==> src/rtl/key_filter_pkg.sv <==
// Shared types and helpers for the key-mask speckle filter.
package key_filter_pkg;

    // One window slot: the pixel plus the bookkeeping needed for voting.
    typedef struct packed {
        logic        valid;
        logic        keyed;
        logic [23:0] rgb;
        logic        tag;
        logic        eol;
    } slot_t;

    typedef enum logic [0:0] {
        StRun,
        StDrain
    } state_e;

    // The keyer marks keyed pixels as pure black.
    function automatic logic is_keyed(input logic [23:0] rgb);
        return rgb == 24'd0;
    endfunction

    function automatic int unsigned half_of(input int unsigned win);
        return (win - 1) / 2;
    endfunction

    function automatic int unsigned count_width(input int unsigned win);
        return $clog2(win + 1);
    endfunction

endpackage

==> src/rtl/key_vote.sv <==
// Combinational majority vote over the window, restricted to slots of the
// centre pixel's line.
module key_vote
    import key_filter_pkg::*;
#(
    parameter int unsigned WIN = 5
) (
    input  logic [WIN-1:0] valid,
    input  logic [WIN-1:0] keyed,
    input  logic [WIN-1:0] tag,
    output logic           keep_bg
);

    localparam int unsigned HALF = half_of(WIN);
    localparam int unsigned CW   = count_width(WIN);

    logic [CW-1:0] k_cnt;
    logic [CW-1:0] m_cnt;

    // Count members (same line as centre) and keyed members, then majority.
    always_comb begin
        k_cnt = '0;
        m_cnt = '0;
        for (int unsigned j = 0; j < WIN; j++) begin
            if (valid[j] && (tag[j] == tag[HALF])) begin
                m_cnt = m_cnt + CW'(1);
                if (keyed[j]) begin
                    k_cnt = k_cnt + CW'(1);
                end
            end
        end
        // Even member count with an exact tie resolves to "not keyed".
        keep_bg = {k_cnt, 1'b0} > {1'b0, m_cnt};
    end

endmodule

==> src/rtl/key_mask_filter.sv <==
// Horizontal majority filter on the keyer's mask; voted-keyed pixels are
// replaced by the background colour, everything else passes through.
module key_mask_filter
    import key_filter_pkg::*;
#(
    parameter int unsigned WIN       = 5,
    parameter bit          LAT_CHECK = 1'b1
) (
    input  logic       clk,
    input  logic       rst,
    input  logic       in_valid,
    output logic       in_ready,
    input  logic       in_sol,
    input  logic       in_eol,
    input  logic [7:0] in_r,
    input  logic [7:0] in_g,
    input  logic [7:0] in_b,
    input  logic [7:0] bg_r,
    input  logic [7:0] bg_g,
    input  logic [7:0] bg_b,
    output logic       out_valid,
    output logic [7:0] out_r,
    output logic [7:0] out_g,
    output logic [7:0] out_b,
    output logic       out_eol
);

    localparam int unsigned HALF = half_of(WIN);
    localparam int unsigned DCW  = $clog2(HALF + 2);

    state_e               state_q, state_d;
    logic [DCW-1:0]       cnt_q, cnt_d;
    logic                 tag_q;

    // Slots 0..HALF carry full pixels; older slots only need their vote
    // fields because their payload has already been emitted.
    slot_t [HALF:0]       head_q;
    logic  [WIN-1:HALF+1] tail_valid_q;
    logic  [WIN-1:HALF+1] tail_keyed_q;
    logic  [WIN-1:HALF+1] tail_tag_q;

    slot_t                new_slot;
    logic                 accept;
    logic                 adv;
    logic                 fire;
    logic                 keep_bg;
    logic [WIN-1:0]       v_vec, k_vec, t_vec;

    logic                 out_valid_q;
    logic                 out_eol_q;
    logic [23:0]          out_rgb_q;

    assign accept = in_valid & in_ready;
    assign adv    = (state_q == StDrain) | accept;
    assign fire   = adv & head_q[HALF].valid;

    // Build the slot shifted in: the accepted pixel in RUN, a bubble in DRAIN.
    always_comb begin
        new_slot = '0;
        if (state_q == StRun) begin
            new_slot.valid = 1'b1;
            new_slot.keyed = is_keyed({in_r, in_g, in_b});
            new_slot.rgb   = {in_r, in_g, in_b};
            new_slot.tag   = tag_q ^ in_sol;
            new_slot.eol   = in_eol;
        end
    end

    // Line tag toggles on every start-of-line so lines never vote together.
    always_ff @(posedge clk or posedge rst) begin
        if (rst) begin
            tag_q <= 1'b0;
        end else if (accept) begin
            tag_q <= tag_q ^ in_sol;
        end
    end

    // Window shift register, advancing only on adv.
    always_ff @(posedge clk or posedge rst) begin
        if (rst) begin
            head_q       <= '0;
            tail_valid_q <= '0;
            tail_keyed_q <= '0;
            tail_tag_q   <= '0;
        end else if (adv) begin
            for (int unsigned i = HALF; i > 0; i--) begin
                head_q[i] <= head_q[i-1];
            end
            head_q[0] <= new_slot;
            for (int unsigned i = WIN - 1; i > HALF + 1; i--) begin
                tail_valid_q[i] <= tail_valid_q[i-1];
                tail_keyed_q[i] <= tail_keyed_q[i-1];
                tail_tag_q[i]   <= tail_tag_q[i-1];
            end
            tail_valid_q[HALF+1] <= head_q[HALF].valid;
            tail_keyed_q[HALF+1] <= head_q[HALF].keyed;
            tail_tag_q[HALF+1]   <= head_q[HALF].tag;
        end
    end

    // Flatten the vote fields of the pre-shift window.
    always_comb begin
        v_vec = '0;
        k_vec = '0;
        t_vec = '0;
        for (int unsigned i = 0; i <= HALF; i++) begin
            v_vec[i] = head_q[i].valid;
            k_vec[i] = head_q[i].keyed;
            t_vec[i] = head_q[i].tag;
        end
        for (int unsigned i = HALF + 1; i < WIN; i++) begin
            v_vec[i] = tail_valid_q[i];
            k_vec[i] = tail_keyed_q[i];
            t_vec[i] = tail_tag_q[i];
        end
    end

    key_vote #(
        .WIN (WIN)
    ) u_key_vote (
        .valid   (v_vec),
        .keyed   (k_vec),
        .tag     (t_vec),
        .keep_bg (keep_bg)
    );

    // FSM state and drain counter register.
    always_ff @(posedge clk or posedge rst) begin
        if (rst) begin
            state_q <= StRun;
            cnt_q   <= '0;
        end else begin
            state_q <= state_d;
            cnt_q   <= cnt_d;
        end
    end

    // Next state: drain HALF+1 bubbles after each end-of-line.
    always_comb begin
        state_d = state_q;
        cnt_d   = cnt_q;
        unique case (state_q)
            StRun: begin
                if (accept && in_eol) begin
                    state_d = StDrain;
                    cnt_d   = DCW'(HALF + 1);
                end
            end
            StDrain: begin
                if (cnt_q == DCW'(1)) begin
                    state_d = StRun;
                end else begin
                    cnt_d = cnt_q - DCW'(1);
                end
            end
            default: state_d = StRun;
        endcase
    end

    // FSM outputs: accept input only while running.
    always_comb begin
        in_ready = 1'b0;
        if (state_q == StRun) begin
            in_ready = 1'b1;
        end
    end

    // Output register; rgb holds its last value when nothing is emitted.
    always_ff @(posedge clk or posedge rst) begin
        if (rst) begin
            out_valid_q <= 1'b0;
            out_eol_q   <= 1'b0;
            out_rgb_q   <= '0;
        end else begin
            out_valid_q <= fire;
            out_eol_q   <= fire & head_q[HALF].eol;
            if (fire) begin
                out_rgb_q <= keep_bg ? {bg_r, bg_g, bg_b} : head_q[HALF].rgb;
            end
        end
    end

    assign out_valid = out_valid_q;
    assign out_eol   = out_eol_q;
    assign out_r     = out_rgb_q[23:16];
    assign out_g     = out_rgb_q[15:8];
    assign out_b     = out_rgb_q[7:0];

`ifndef SYNTHESIS
    if (LAT_CHECK) begin : g_checks
        win_odd_a: assert property (@(posedge clk) (WIN % 2 == 1) && (WIN >= 3));
        // A stalled pixel must be held by upstream until accepted.
        hold_a: assert property (@(posedge clk) disable iff (rst)
            (in_valid && !in_ready) |=> in_valid);
    end
`endif

endmodule
==> config.mk <==
export PLATFORM = sky130hd
export DESIGN_NAME = key_mask_filter
export DESIGN_NICKNAME = d
export VERILOG_FILES = /design/src/rtl/key_filter_pkg.sv /design/src/rtl/key_vote.sv /design/src/rtl/key_mask_filter.sv
export SDC_FILE = /design/constraint.sdc
export NUM_CORES = 1
export LEC_CHECK = 0
export BUFFER_PORTS_ARGS = -buffer_cell sky130_fd_sc_hd__buf_2
export CAP_MARGIN = 20
export CORE_ASPECT_RATIO = 0.6
export CORE_UTILIZATION = 56
export DETAILED_ROUTE_END_ITERATION = 7
export GPL_TIMING_DRIVEN = 0
export PLACE_DENSITY = 0.83
export SLEW_MARGIN = 15
export SYNTH_ARGS = -nofsm -noshare
export SYNTH_HDL_FRONTEND = slang
export SYNTH_SLANG_ARGS = --single-unit
==> constraint.sdc <==
create_clock -name clk -period 5.2 [get_ports clk]
set_input_delay 0.78 -clock clk [delete_from_list [all_inputs] [get_ports clk]]
set_output_delay 0.78 -clock clk [all_outputs]
set_load 0.02 [all_outputs]
== Word-level counts from Yosys, hierarchy flattened ==
Cells that the tools add are included.

* Logic and storage cells: 78
* Register bits: 120
* Output and inout port bits: 27
* Input bits: 53

* Muxes and demuxes: 24
* Add/subtract/negate cells: 9
* Reduce and logical (&&, ||, !) cells: 7
* Equality and inequality tests: 7
* $lt $le $gt $ge: 1
* Bitwise gates (word level): 6

{| class="wikitable"
|+ Operators with widths
! cell !! number
|-
| $mux W3 || 12
|-
| $mux W28 || 1
|-
| $logic_not A24 Y1 || 1
|-
| $mux W24 || 1
|-
| $add A3 B1 Y3 const B || 6
|-
| $mux W1 || 6
|-
| $logic_and A1 B1 Y1 || 5
|-
| $add A1 B1 Y2 const B || 2
|-
| $eq A1 B1 Y1 || 4
|-
| $gt A4 B3 Y1 || 1
|-
| $mux W2 || 2
|-
| $ne A2 B2 Y1 const B || 2
|-
| $pmux W2 S2 || 1
|-
| $and A1 B1 Y1 || 3
|-
| $eq A2 B1 Y1 const B || 1
|-
| $pmux W1 S2 || 1
|-
| $reduce_and A2 Y1 || 1
|-
| $sub A2 B1 Y2 const B || 1
|-
| $not A1 Y1 || 1
|-
| $or A1 B1 Y1 || 1
|-
| $xor A1 B1 Y1 || 1
|}

== Depth between registers and ports, before layout ==
* Depth in word-level cells: 17
* Depth in mapped cells: 22
* Gate-level depth less buffers: 20

== Hierarchy ==
A second synthesis with hierarchy kept.

* Cell total of the unflattened synthesis: 437
* Area, all modules: 5,459.0 um^2

{| class="wikitable"
|+ Modules (own cells, without submodules)
! module !! cells an instance !! seq. area each (um^2) !! instances !! area each (um^2)
|-
| key_mask_filter || 357 || 3,002.9 || 1 || 4,788.3
|-
| key_vote || 80 || 0.0 || 1 || 670.6
|}

== Least setup slack after synthesis ==
Ideal clock, no wire load.

* Path type: reg2reg
* From: register head_q[57] (netlist bit)
* To: register out_rgb_q[0]
* Setup time: 0.126 ns
* Buffers on the path: 2
* Clock period less this slack: 4.347 ns
* Required time: 5.074 ns
* Stages on the path, launching flop included: 23
* Arrival time: 4.221 ns
* Slack: 0.853 ns
* Cells stage by stage: dfrtp_1 > buf_6 > xor2_1 > nor2_1 > ha_1 > and2_2 > nand2_1 > inv_1 > ha_1 > and3_2 > a31oi_1 > nor2_1 > a311oi_1 > a21oi_1 > ha_1 > nand3_1 > o21ai_0 > ha_1 > a21oi_1 > a311o_2 > nand3_2 > buf_6 > a221o_1

* Cells in the longest elaborated chain, start to end: 17
* Elaborated cells on any way between the ends: 32
* Those cells by class: add/sub (8); order compare (1); eq/ne (4); mux (15); reduce/logical (4)

{| class="wikitable"
|+ RTL lines
! item !! line !! RTL
|-
| start, declared || key_mask_filter.sv:37 || <nowiki>slot_t [HALF:0] head_q;</nowiki>
|-
| start signal, assigned by index || key_mask_filter.sv:87 || <nowiki>head_q[i] <= head_q[i-1];</nowiki>
|-
| $eq A1 B1 Y1 || key_vote.sv:25 || <nowiki>if (valid[j] && (tag[j] == tag[HALF])) begin</nowiki>
|-
| $logic_and A1 B1 Y1 || key_vote.sv:25 ||
|-
| $mux W1 || key_vote.sv:25 ||
|-
| $add A1 B1 Y2 || key_vote.sv:28 || <nowiki>k_cnt = k_cnt + CW'(1);</nowiki>
|-
| $mux W3 || key_vote.sv:27 || <nowiki>if (keyed[j]) begin</nowiki>
|-
| $mux W3 || key_vote.sv:25 ||
|-
| $add A3 B1 Y3 || key_vote.sv:28 ||
|-
| $mux W3 || key_vote.sv:27 ||
|-
| $mux W3 || key_vote.sv:25 ||
|-
| $add A3 B1 Y3 || key_vote.sv:28 ||
|-
| $mux W3 || key_vote.sv:27 ||
|-
| $mux W3 || key_vote.sv:25 ||
|-
| $add A3 B1 Y3 || key_vote.sv:28 ||
|-
| $mux W3 || key_vote.sv:27 ||
|-
| $mux W3 || key_vote.sv:25 ||
|-
| $gt A4 B3 Y1 * || key_vote.sv:33 || <nowiki>keep_bg = {k_cnt, 1'b0} > {1'b0, m_cnt};</nowiki>
|-
| $mux W24 * || key_mask_filter.sv:178 || <nowiki>out_rgb_q <= keep_bg ? {bg_r, bg_g, bg_b} : head_q[HALF].rgb;</nowiki>
|-
| end signal, assigned || key_mask_filter.sv:178 ||
|-
| end, declared || key_mask_filter.sv:51 || <nowiki>logic [23:0] out_rgb_q;</nowiki>
|}

Every way passes the cells marked *; elsewhere a longest branch is shown, timed or not.
A chain may end at the register's enable or synchronous reset.

== Worst setup path in the final report ==
* From: register head_q[57] (netlist bit)
* To: register out_rgb_q[14]

Same word-level chain as after synthesis.

==> reports/results.tsv <==
metric	value	unit
outcome	finished, final reports clean	
layoutNonFillerInstCount	653	
cellLeakagePower	3.28	nW
timing.rr.start	head_q[57]	
cts_setup_buffers	0	
min-delay-path-class	in2async	
finalMaxSlewViolations	0	
fin_nets	574	
worstSetupPathType	reg2reg	
synth-edff-count	0	
root_buffer	clkbuf_16	
drt_iter0_drc	233	
syn_area	5400	µm²
nFillCells	624	
critPathSlowestCell	dfrtp_1	
portBuffers	78	
grt_pass1_wl	19.8	mm
finClkSkew	11.0	ps
async_reset_ff_share	100	%
crit_fanout	10	
die_w	129	µm
cts.sinks	120	
syn_to_final_growth	22.0	%
netlist_top_cells_area	dfrtp_1 56%, mux2_2 13%, mux2i_1 4.6%	
synth.area.mux_share	17.6	%
via_count	3727	
synthAdderAreaFrac	2.32	%
postRouteAntennaNets	0	
setup_viol	0	
synth_compound_area_share	8.34	%
r2r-end	out_rgb_q[14]	
yosys.area.top_type	dfrtp_1	
gp_congestion	0.849	
grt_pass1_vias	3821	
synth_xor_area_share	3.50	%
viasPerCell	5.71	
seq_area_frac_synth	55.6	%
grt_max_degree	87	
rsz0062_at_grt	false	
yosys_warnings	0	
rows	27	
p_seq_share	36.6	%
internal_power	0.00275	W
pre_cts_slack	249	ps
numCtsBuffers	17	
antenna_cells	0	
layout-drive-gt1-share	38.2	%
synth_top_area_share	55.6	%
final_common_cell	dfrtp_1	
ios	80	
slew_headroom	44.5	%
synth_seq_cells	120	
yosys.area_share.simple	9.61	%
crit_chain	buf_6, xor2_1, nor2_1, ha_1, and2_2, nand2_1, inv_1, ha_1, and3_2, a31oi_2, nor2_1, a311oi_1, a21oi_1, ha_1, nand3_1, o21ai_0, ha_1, a21oi_1, a311o_2, nand3_2, buf_6, a221o_1	
die_h	78.1	µm
sw_frac_of_total	33.5	%
crit_required	5470	ps
cp_data_arrival_time	5170	ps
drc_errors	0	
p_per_area	628	nW/µm²
cts.reportedPaths.clkPinSlew	50	ps
period_minus_slack	4900	ps
hold_viol	0	
cpMostUsedCell	ha_1	
startpoint_type	flop	
gr-usage-all-layers	27.0	%
fmax	0.204	GHz
critPathCaptureType	flop	
start_util	58.4	%
synthesis.nets	476	
tritoncts	yes	
vdd_drop_max	0.304	mV
synth_top_family_by_area	multiplexers	
total_power	0.00414	W
synth_cells	413	
postSynthAreaPerCell	13.1	µm²
p_switching	0.00139	W
tightest_slew	832	ps
synth_cell_types	50	
fin_ws	302	ps
dp_cells	622	
wl_per_cell	18.6	µm
worstSkewPairLatency	410	ps
synthFlopType	dfrtp_1	
antenna_found_initial	0	
maxCapViolations	0	
coreArea	9260	µm²
hold_buffers	0	
ff2ff_path_depth	22	
fin_crit_sh	94.2	%
die_area	10100	µm²
cpPeakStageDelay	380	ps
reg2reg_slack	300	ps
drt-pass1-iter-count	4	
gr-total-overflow	0	
routed_wl	12.1	mm
mostFrequentLayoutCells	120 x dfrtp_1, 79 x buf_2, 62 x mux2_2	
cts.path.max_buffers	2	
pwr-share-comb	35.5	%
htreeDepth	4	
hpwl	8.39	mm
power_frac_clock	27.9	%
finalSetupTns	0	ps
logic make-up after synthesis:
family	Yosys count
fa+ha+maj	10
buf+inv	31
simple gates	99
flops	120
xor+xnor	17
compound gates	49
mux	87
stage by stage:
stage                     area [µm²]  util (%)  hold WS (ps)
final                           6600      71.2           353
after detailed placement        5990      64.7           474
after global placement          5960      64.4           467
after CTS                       6580      71.1           349
after floorplan                 5400         -           447
after global routing            6600      71.2           362
power by group through the flow:
stage / Clock (W) / Sequential, W / Combinational (W)
global route: 0.00122 / 0.00156 / 0.00161
floorplan: 0 / 0.00153 / 0.00102
finish: 0.00116 / 0.00152 / 0.00147
detailed placement: 0 / 0.00152 / 0.00144
global placement: 0 / 0.00149 / 0.00137
CTS: 0.00117 / 0.00151 / 0.00146
how the worst max path moves through the flow:
stage | startpoint | to | slack [ps]
6_report | head_q[57] | out_rgb_q[14] | 300
5_1_grt | head_q[57] | out_rgb_q[20] | 80
4_1_cts | head_q[57] | out_rgb_q[20] | 210
3_5_place_dp | head_q[57] | out_rgb_q[0] | 250
3_3_place_gp | rst | out_valid | 100
2_1_floorplan | head_q[57] | out_rgb_q[0] | 850
sequential cells by signal, indices dropped and copies added, names as in the netlist:
register      count
tail_valid_q      2
tail_tag_q        2
state_q           1
tag_q             1
head_q           84
out_rgb_q        24
out_eol           1
out_valid         1
tail_keyed_q      2
cnt_q             2
worst max-delay path: cells and delay by family (launching register included):
family | cells | cell delay (ps)
xor gates and xnor gates | 1 | 350
AOI/OAI and AO/OA | 7 | 1510
buffers and inverters | 3 | 420
adders and majority gates | 4 | 1150
and+or+nand+nor | 7 | 950
DFF | 1 | 380
final cells by class:
type	count	area (µm²)	share of cell area, %
Clock inverter	8	93.8	1.42
Inverter	7	31.3	0.474
Sequential cell	120	3000	45.5
Clock buffer	23	498	7.55
Buffer	24	143	2.16
Timing Repair Buffer	79	418	6.34
Multi-Input combinational cell	262	2250	34.1
Tap cell	130	163	2.47
repair_timing:
action / 4_1_cts / 5_1_grt
endpoints found under the setup margin: 0 / 20
resized for setup: 0 / 2
endpoints found under the hold margin: 0 / 0
cell usage after synthesis (all sizes together) (2+ instances only):
library cell	instances
ha	10
and2	31
inv	7
xor2	6
mux2	62
a21oi	5
a31oi	2
a211oi	3
xnor2	10
dfrtp	120
nand2	15
nand4	2
nor4	6
and3	2
nand3	4
buf	8
o31ai	2
o21ai	5
mux2i	25
nor2	32
a221o	24
nand2b	3
clkbuf	16
routing by layer:
layer	vias up	share of wire, %	GRT usage, %
met2	130	48	42.3
met3	20	5.8	7.70
li1	1675	-	-
met1	1902	45	35.9
met4	0	1.2	10.0
met5	-	0	0
(Power assumes the default switching activity.)
